<file path="src/rtl/exec_sequencer_pkg.sv">
// Shared types and constants for the instruction execution sequencer.
// Optional retired-instruction counter is enabled by macro EXEC_SEQ_RETIRE_CNT_EN.
package exec_sequencer_pkg;

  localparam int unsigned INSTR_W  = 32;
  localparam int unsigned OPCODE_W = 4;
  localparam int unsigned ALU_OP_W = 3;
  localparam int unsigned CNT_W    = 32;

  typedef enum logic [2:0] {
    S_IDLE,
    S_FETCH,
    S_DECODE,
    S_EXEC,
    S_WB
  } seq_state_t;

  localparam logic [OPCODE_W-1:0] OP_NOP  = 4'b0000;
  localparam logic [OPCODE_W-1:0] OP_MOV  = 4'b0001;
  localparam logic [OPCODE_W-1:0] OP_ADD  = 4'b0010;
  localparam logic [OPCODE_W-1:0] OP_SUB  = 4'b0011;
  localparam logic [OPCODE_W-1:0] OP_AND  = 4'b0100;
  localparam logic [OPCODE_W-1:0] OP_OR   = 4'b0101;
  localparam logic [OPCODE_W-1:0] OP_JMP  = 4'b1100;
  localparam logic [OPCODE_W-1:0] OP_HALT = 4'b1111;

  localparam logic [ALU_OP_W-1:0] ALU_OP_NOOP = 3'b000;

  // Opcodes outside the listed set retire as NOOPs and flag illegal_op.
  function automatic logic is_legal_op(input logic [OPCODE_W-1:0] op);
    case (op)
      OP_NOP, OP_MOV, OP_ADD, OP_SUB,
      OP_AND, OP_OR, OP_JMP, OP_HALT: is_legal_op = 1'b1;
      default:                        is_legal_op = 1'b0;
    endcase
  endfunction

endpackage

</file>
<file path="src/rtl/exec_sequencer.sv">
// Fetch/decode/execute/writeback sequencer driving an external decoder and ALU.
// Macro EXEC_SEQ_RETIRE_CNT_EN adds a 32-bit retired-instruction counter.
module exec_sequencer
  import exec_sequencer_pkg::*;
#(
  parameter int unsigned PC_WIDTH = 8
) (
  input  logic                clk,
  input  logic                rst_n,
  input  logic                start,
  input  logic                stop,
  output logic                imem_req,
  output logic [PC_WIDTH-1:0] imem_addr,
  input  logic [INSTR_W-1:0]  imem_rdata,
  input  logic                imem_ack,
  output logic [INSTR_W-1:0]  ir,
  input  logic [ALU_OP_W-1:0] dec_alu_op,
  output logic                alu_en,
  output logic                rf_we,
  output logic                illegal_op,
  output logic                busy,
  output logic [CNT_W-1:0]    retired_count
);

  seq_state_t          state;
  logic [PC_WIDTH-1:0] pc;
  logic                op_legal_c;

  assign op_legal_c = is_legal_op(ir[INSTR_W-1 -: OPCODE_W]);
  assign imem_addr  = pc;

  // Strobes are set on the edge entering their state so they are registered and last one cycle.
  always_ff @(posedge clk or negedge rst_n) begin
    if (!rst_n) begin
      state      <= S_IDLE;
      pc         <= '0;
      ir         <= '0;
      imem_req   <= 1'b0;
      alu_en     <= 1'b0;
      rf_we      <= 1'b0;
      illegal_op <= 1'b0;
      busy       <= 1'b0;
    end else begin
      alu_en     <= 1'b0;
      rf_we      <= 1'b0;
      illegal_op <= 1'b0;
      case (state)
        S_IDLE: begin
          if (start) begin
            state    <= S_FETCH;
            imem_req <= 1'b1;
            busy     <= 1'b1;
          end
        end
        S_FETCH: begin
          if (imem_ack) begin
            ir       <= imem_rdata;
            imem_req <= 1'b0;
            state    <= S_DECODE;
          end
        end
        S_DECODE: begin
          state  <= S_EXEC;
          alu_en <= 1'b1;
        end
        S_EXEC: begin
          state      <= S_WB;
          rf_we      <= op_legal_c && (dec_alu_op != ALU_OP_NOOP);
          illegal_op <= !op_legal_c;
        end
        S_WB: begin
          pc <= pc + PC_WIDTH'(1);
          if (stop) begin
            state <= S_IDLE;
            busy  <= 1'b0;
          end else begin
            state    <= S_FETCH;
            imem_req <= 1'b1;
          end
        end
        default: begin
          state    <= S_IDLE;
          imem_req <= 1'b0;
          busy     <= 1'b0;
        end
      endcase
    end
  end

`ifdef EXEC_SEQ_RETIRE_CNT_EN
  // Every writeback retires one instruction, illegal ones included.
  always_ff @(posedge clk or negedge rst_n) begin
    if (!rst_n) begin
      retired_count <= '0;
    end else if (state == S_WB) begin
      retired_count <= retired_count + CNT_W'(1);
    end
  end
`else
  assign retired_count = '0;
`endif

endmodule
</file>
<file path="config.mk">
export PLATFORM = sky130hd
export DESIGN_NAME = exec_sequencer
export DESIGN_NICKNAME = d
export VERILOG_FILES = /design/src/rtl/exec_sequencer_pkg.sv /design/src/rtl/exec_sequencer.sv
export SDC_FILE = /design/constraint.sdc
export NUM_CORES = 1
export LEC_CHECK = 0
export ABC_AREA = 1
export ABC_CLOCK_PERIOD_IN_PS = 1500
export CAP_MARGIN = 10
export CORE_MARGIN = 1
export CORE_UTILIZATION = 40
export CTS_CLUSTER_DIAMETER = 100
export DETAILED_ROUTE_END_ITERATION = 10
export GPL_ROUTABILITY_DRIVEN = 0
export HOLD_SLACK_MARGIN = 0.15
export PLACE_DENSITY = 0.8
export SKIP_LAST_GASP = 1
export SYNTH_ARGS = -nofsm -noshare
export SYNTH_HDL_FRONTEND = slang
export SYNTH_SLANG_ARGS = --single-unit
export TNS_END_PERCENT = 30
</file>
<file path="constraint.sdc">
create_clock -name clk -period 1.5 [get_ports clk]
set_clock_uncertainty 0.1 [all_clocks]
set_input_delay 0.15 -clock clk [delete_from_list [all_inputs] [get_ports clk]]
set_output_delay 0.15 -clock clk [all_outputs]
set_load 0.02 [all_outputs]
</file>
==> flow_summary_export.csv <==
group,metric,value,unit
logic_synthesis,synth_warnings,0,
routing,drt-pass1-iter-count,3,
cells_and_area,post_route_cells_drive_above_1_share,4.76,%
floorplan,num_rows,27,
pwr,total_leakage_power,1.86,nW
logic_synthesis,synth_xor_xnor_area_share,2.28,%
cells_and_area,multi_input_comb_area,748,µm²
sta,worst_slew_margin,64.5,%
cts,cts_made_buffers,5,
critical_path,startpoint_type,"flip-flop",
global_routing,maximum_number_of_pins_on_one_net_before_global_route_repair,41,
cells_and_area,fillers,527,
critical_path,max_stage_delay,0.61,ns
place,dpl_worst_slack,0.110,ns
cells_and_area,seq_area,0.00120,mm²
cells_and_area,area.growth.synth_to_final,40.9,%
critical_path,worst_ep_required_time,1.25,ns
logic_synthesis,synth_most_common_cell,"sky130_fd_sc_hd__nand2_1",
critical_path,critPathMaxFanout,2,
sta,post-route-min-period,1.52,ns
routing,detail_route.iter0.violations,49,
floorplan,start_util,41.5,%
routing,vias,1786,
global_routing,globalRouteTotalUtil,15.8,%
pwr,power-per-cell-area,1810,mW/mm²
routing,drc_errors,0,
critical_path,cp_num_buf_inv,1,
sta,fmax,656,MHz
critical_path,critPathSlowestCell,"sky130_fd_sc_hd__clkdlybuf4s50_1",
logic_synthesis,synth-edff-count,0,
logic_synthesis,yosys.cell_types.count,24,
cells_and_area,final_core_util,58.5,%
cts,cts.clk_slew.worst_paths,0.08,ns
critical_path,r2r_start,"state[0]",
floorplan,dieArea,0.00606,mm²
logic_synthesis,postSynth.topFlopCell,"sky130_fd_sc_hd__dfrtp_1",
critical_path,worst_setup_path_end_kind,"primary output",
critical_path,timing.critical_path.arrival,1.27,ns
cts,tritoncts,"done",
sta,hold_violations,0,
sta,final_slew_violations,0,
cts,clock_sink_count,48,
logic_synthesis,synth_sequential_area_ratio,52.2,%
global_routing,initial_antenna_violation_count,0,
logic_synthesis,dominant_combinational_cell_family_by_area_after_synthesis,"buffers and inverters",
outcome,status,"finished with violations",
floorplan,top_ports,117,
sta,tightest_slew,0.532,ns
critical_path,timing.critical_path.cells,"clkdlybuf4s50_1",
logic_synthesis,synth_commonest_cells,"63 x sky130_fd_sc_hd__nand2_1, 50 x sky130_fd_sc_hd__inv_1, 48 x sky130_fd_sc_hd__dfrtp_1, 32 x sky130_fd_sc_hd__buf_4, 31 x sky130_fd_sc_hd__o21ai_1",
critical_path,setup.worst_path.start,"ir[17]",
logic_synthesis,synth_largest_area_cell,"sky130_fd_sc_hd__dfrtp_1",
global_routing,grt_remaining_overflow,0,
floorplan,dieWidth,77.8,µm
routing,vias_per_cell,4.16,
logic_synthesis,syn_inst,268,
cts,cts.path.max_buffers,2,
routing,wire_per_inst,10.4,µm
cells_and_area,finalNetCount,397,
logic_synthesis,synth_seq_cells,48,
run,max-cap-violations,0,
global_routing,via_count_of_the_first_global_routing_pass,1639,
global_routing,grt_first_pass_wirelength,7310,µm
sta,finalCritPeriodShare,102,%
critical_path,critical_path.top_delay_family,"buffers and inverters",
logic_synthesis,syn_area,0.00230,mm²
logic_synthesis,ys_top_cells_by_area,"sky130_fd_sc_hd__dfrtp_1 52%, sky130_fd_sc_hd__buf_4 10%, sky130_fd_sc_hd__nand2_1 10%, sky130_fd_sc_hd__inv_1 8.2%, sky130_fd_sc_hd__o21ai_1 6.7%",
cells_and_area,num_antenna_cells,0,
logic_synthesis,synth_compound_area_share,8.48,%
cts,post_cts_buffers,0,
logic_synthesis,synth_simple_gate_area_share,16.0,%
sta,grt_setup_unrepaired,"yes",
place,dp_hpwl,3430,µm
sta,setup_slack,-0.0240,ns
logic_synthesis,postSynth.asyncResetShare,100,%
outcome,failed_checks,"negative setup slack",
cts,clk-insertion-delay-late,0.30,ns
cts,cts.htree.levels,2,
routing,detail-route-antenna-nets,0,
logic_synthesis,muxShareOfSynthArea,0,%
pwr,ir_drop,898,µV
routing,routed_wl,4450,µm
logic_synthesis,yosys.area.top_type_share,52.2,%
floorplan,fp.coreArea,0.00554,mm²
cts,clock-root-buffer,"sky130_fd_sc_hd__clkbuf_8",
logic_synthesis,synth_area_per_cell,8.59,µm²
logic_synthesis,post_synth_fa_ha_maj_area_fraction,0.544,%
min_path,hold_class,"in -> async",
sta,finalSetupViolCount,17,
place,placement.io_buffers,84,
floorplan,die_h,77.8,µm
critical_path,timing.setup.critical_path_class,"reg -> out",
## repair_timing
action                                 4_1_cts  5_1_grt
hold buffers                                 1        0
pin swaps                                    0        0
setup endpoints to repair                   42       37
gates resized for setup                     12       11
endpoints found under the hold margin       48        0
## metrics by stage
step	hold slack [ns]	setup TNS, ns	power, mW	std cells	cell area (µm²)
finish	0.263	-0.206	5.86	429	3240
floorplan	-0.246	0	3.88	299	2420
detailed placement	0.0664	0	5.24	420	3130
global route	0.287	-1.21	6.31	429	3240
CTS	0.271	-0.887	5.97	429	3210
global placement	0.0484	0	5.15	420	3130
## per-layer routing
metal / vias up / wire (µm) / GRT usage (%) / part of all wire, %
li1: 912 / - / - / -
met1: 804 / 1800 / 17.4 / 40
met2: 65 / 2280 / 27.8 / 51
met3: 5 / 317 / 6.24 / 7.1
met4: 0 / 55 / 5.09 / 1.2
met5: - / 0 / 0 / 0
## path summary, 6_finish.rpt
kind                                endpoint  slack (ns)  depth (start not counted)
worst max register to register  imem_addr[4]        0.09                          5
worst min register to register          busy        0.38                          2
worst max-delay path                  ir[17]       -0.02                          1
worst min-delay path                   ir[9]        0.26                          2
min in group clk                      ir[17]        0.28                          3
max in group asynchronous       imem_addr[4]        0.52                          3
## final cells by class
class / count / area share [%]
clock buffer: 6 / 2.55
multi-input combinational: 162 / 23.1
tap: 72 / 2.78
timing repair buffer: 88 / 28.3
inverter: 51 / 5.91
sequential: 48 / 37.1
clock inverter: 2 / 0.309
## power breakdown
group          switching (mW)  internal [mW]
Clock                   0.408          0.368
Combinational            1.61           1.28
Sequential              0.362           1.83
Total                    2.38           3.48
## flip-flops by register name, indices dropped and copies added (netlist names)
signal and cells:
imem_req 1, rf_we 1, illegal_op 1, state 3, ir 32, imem_addr 8, alu_en 1, busy 1
## cells in the final DEF, fill, tap and decap left out, types with 3 or more instances in the layout
cell type,netlist,final
sky130_fd_sc_hd__xor2_1,4,4
sky130_fd_sc_hd__o21ai_0,3,3
sky130_fd_sc_hd__conb_1,1,32
sky130_fd_sc_hd__o21ai_1,31,31
sky130_fd_sc_hd__clkbuf_8,0,6
sky130_fd_sc_hd__inv_1,50,50
sky130_fd_sc_hd__clkdlybuf4s50_1,0,60
sky130_fd_sc_hd__dlymetal6s2s_1,0,11
sky130_fd_sc_hd__dfrtp_1,48,48
sky130_fd_sc_hd__nor2_1,9,9
sky130_fd_sc_hd__dlygate4sd2_1,0,12
sky130_fd_sc_hd__nand3_1,6,6
sky130_fd_sc_hd__nand2_1,63,63
sky130_fd_sc_hd__buf_12,0,3
## cell families after synthesis
kind of cell             Yosys count
buffers and inverters             89
AND/OR/NAND/NOR                   85
flip-flops                        48
AO/OA/AOI/OAI                     38
XOR/XNOR                           6
adder cells (fa/ha/maj)            1
other                              1
(Power assumes the default switching activity.)
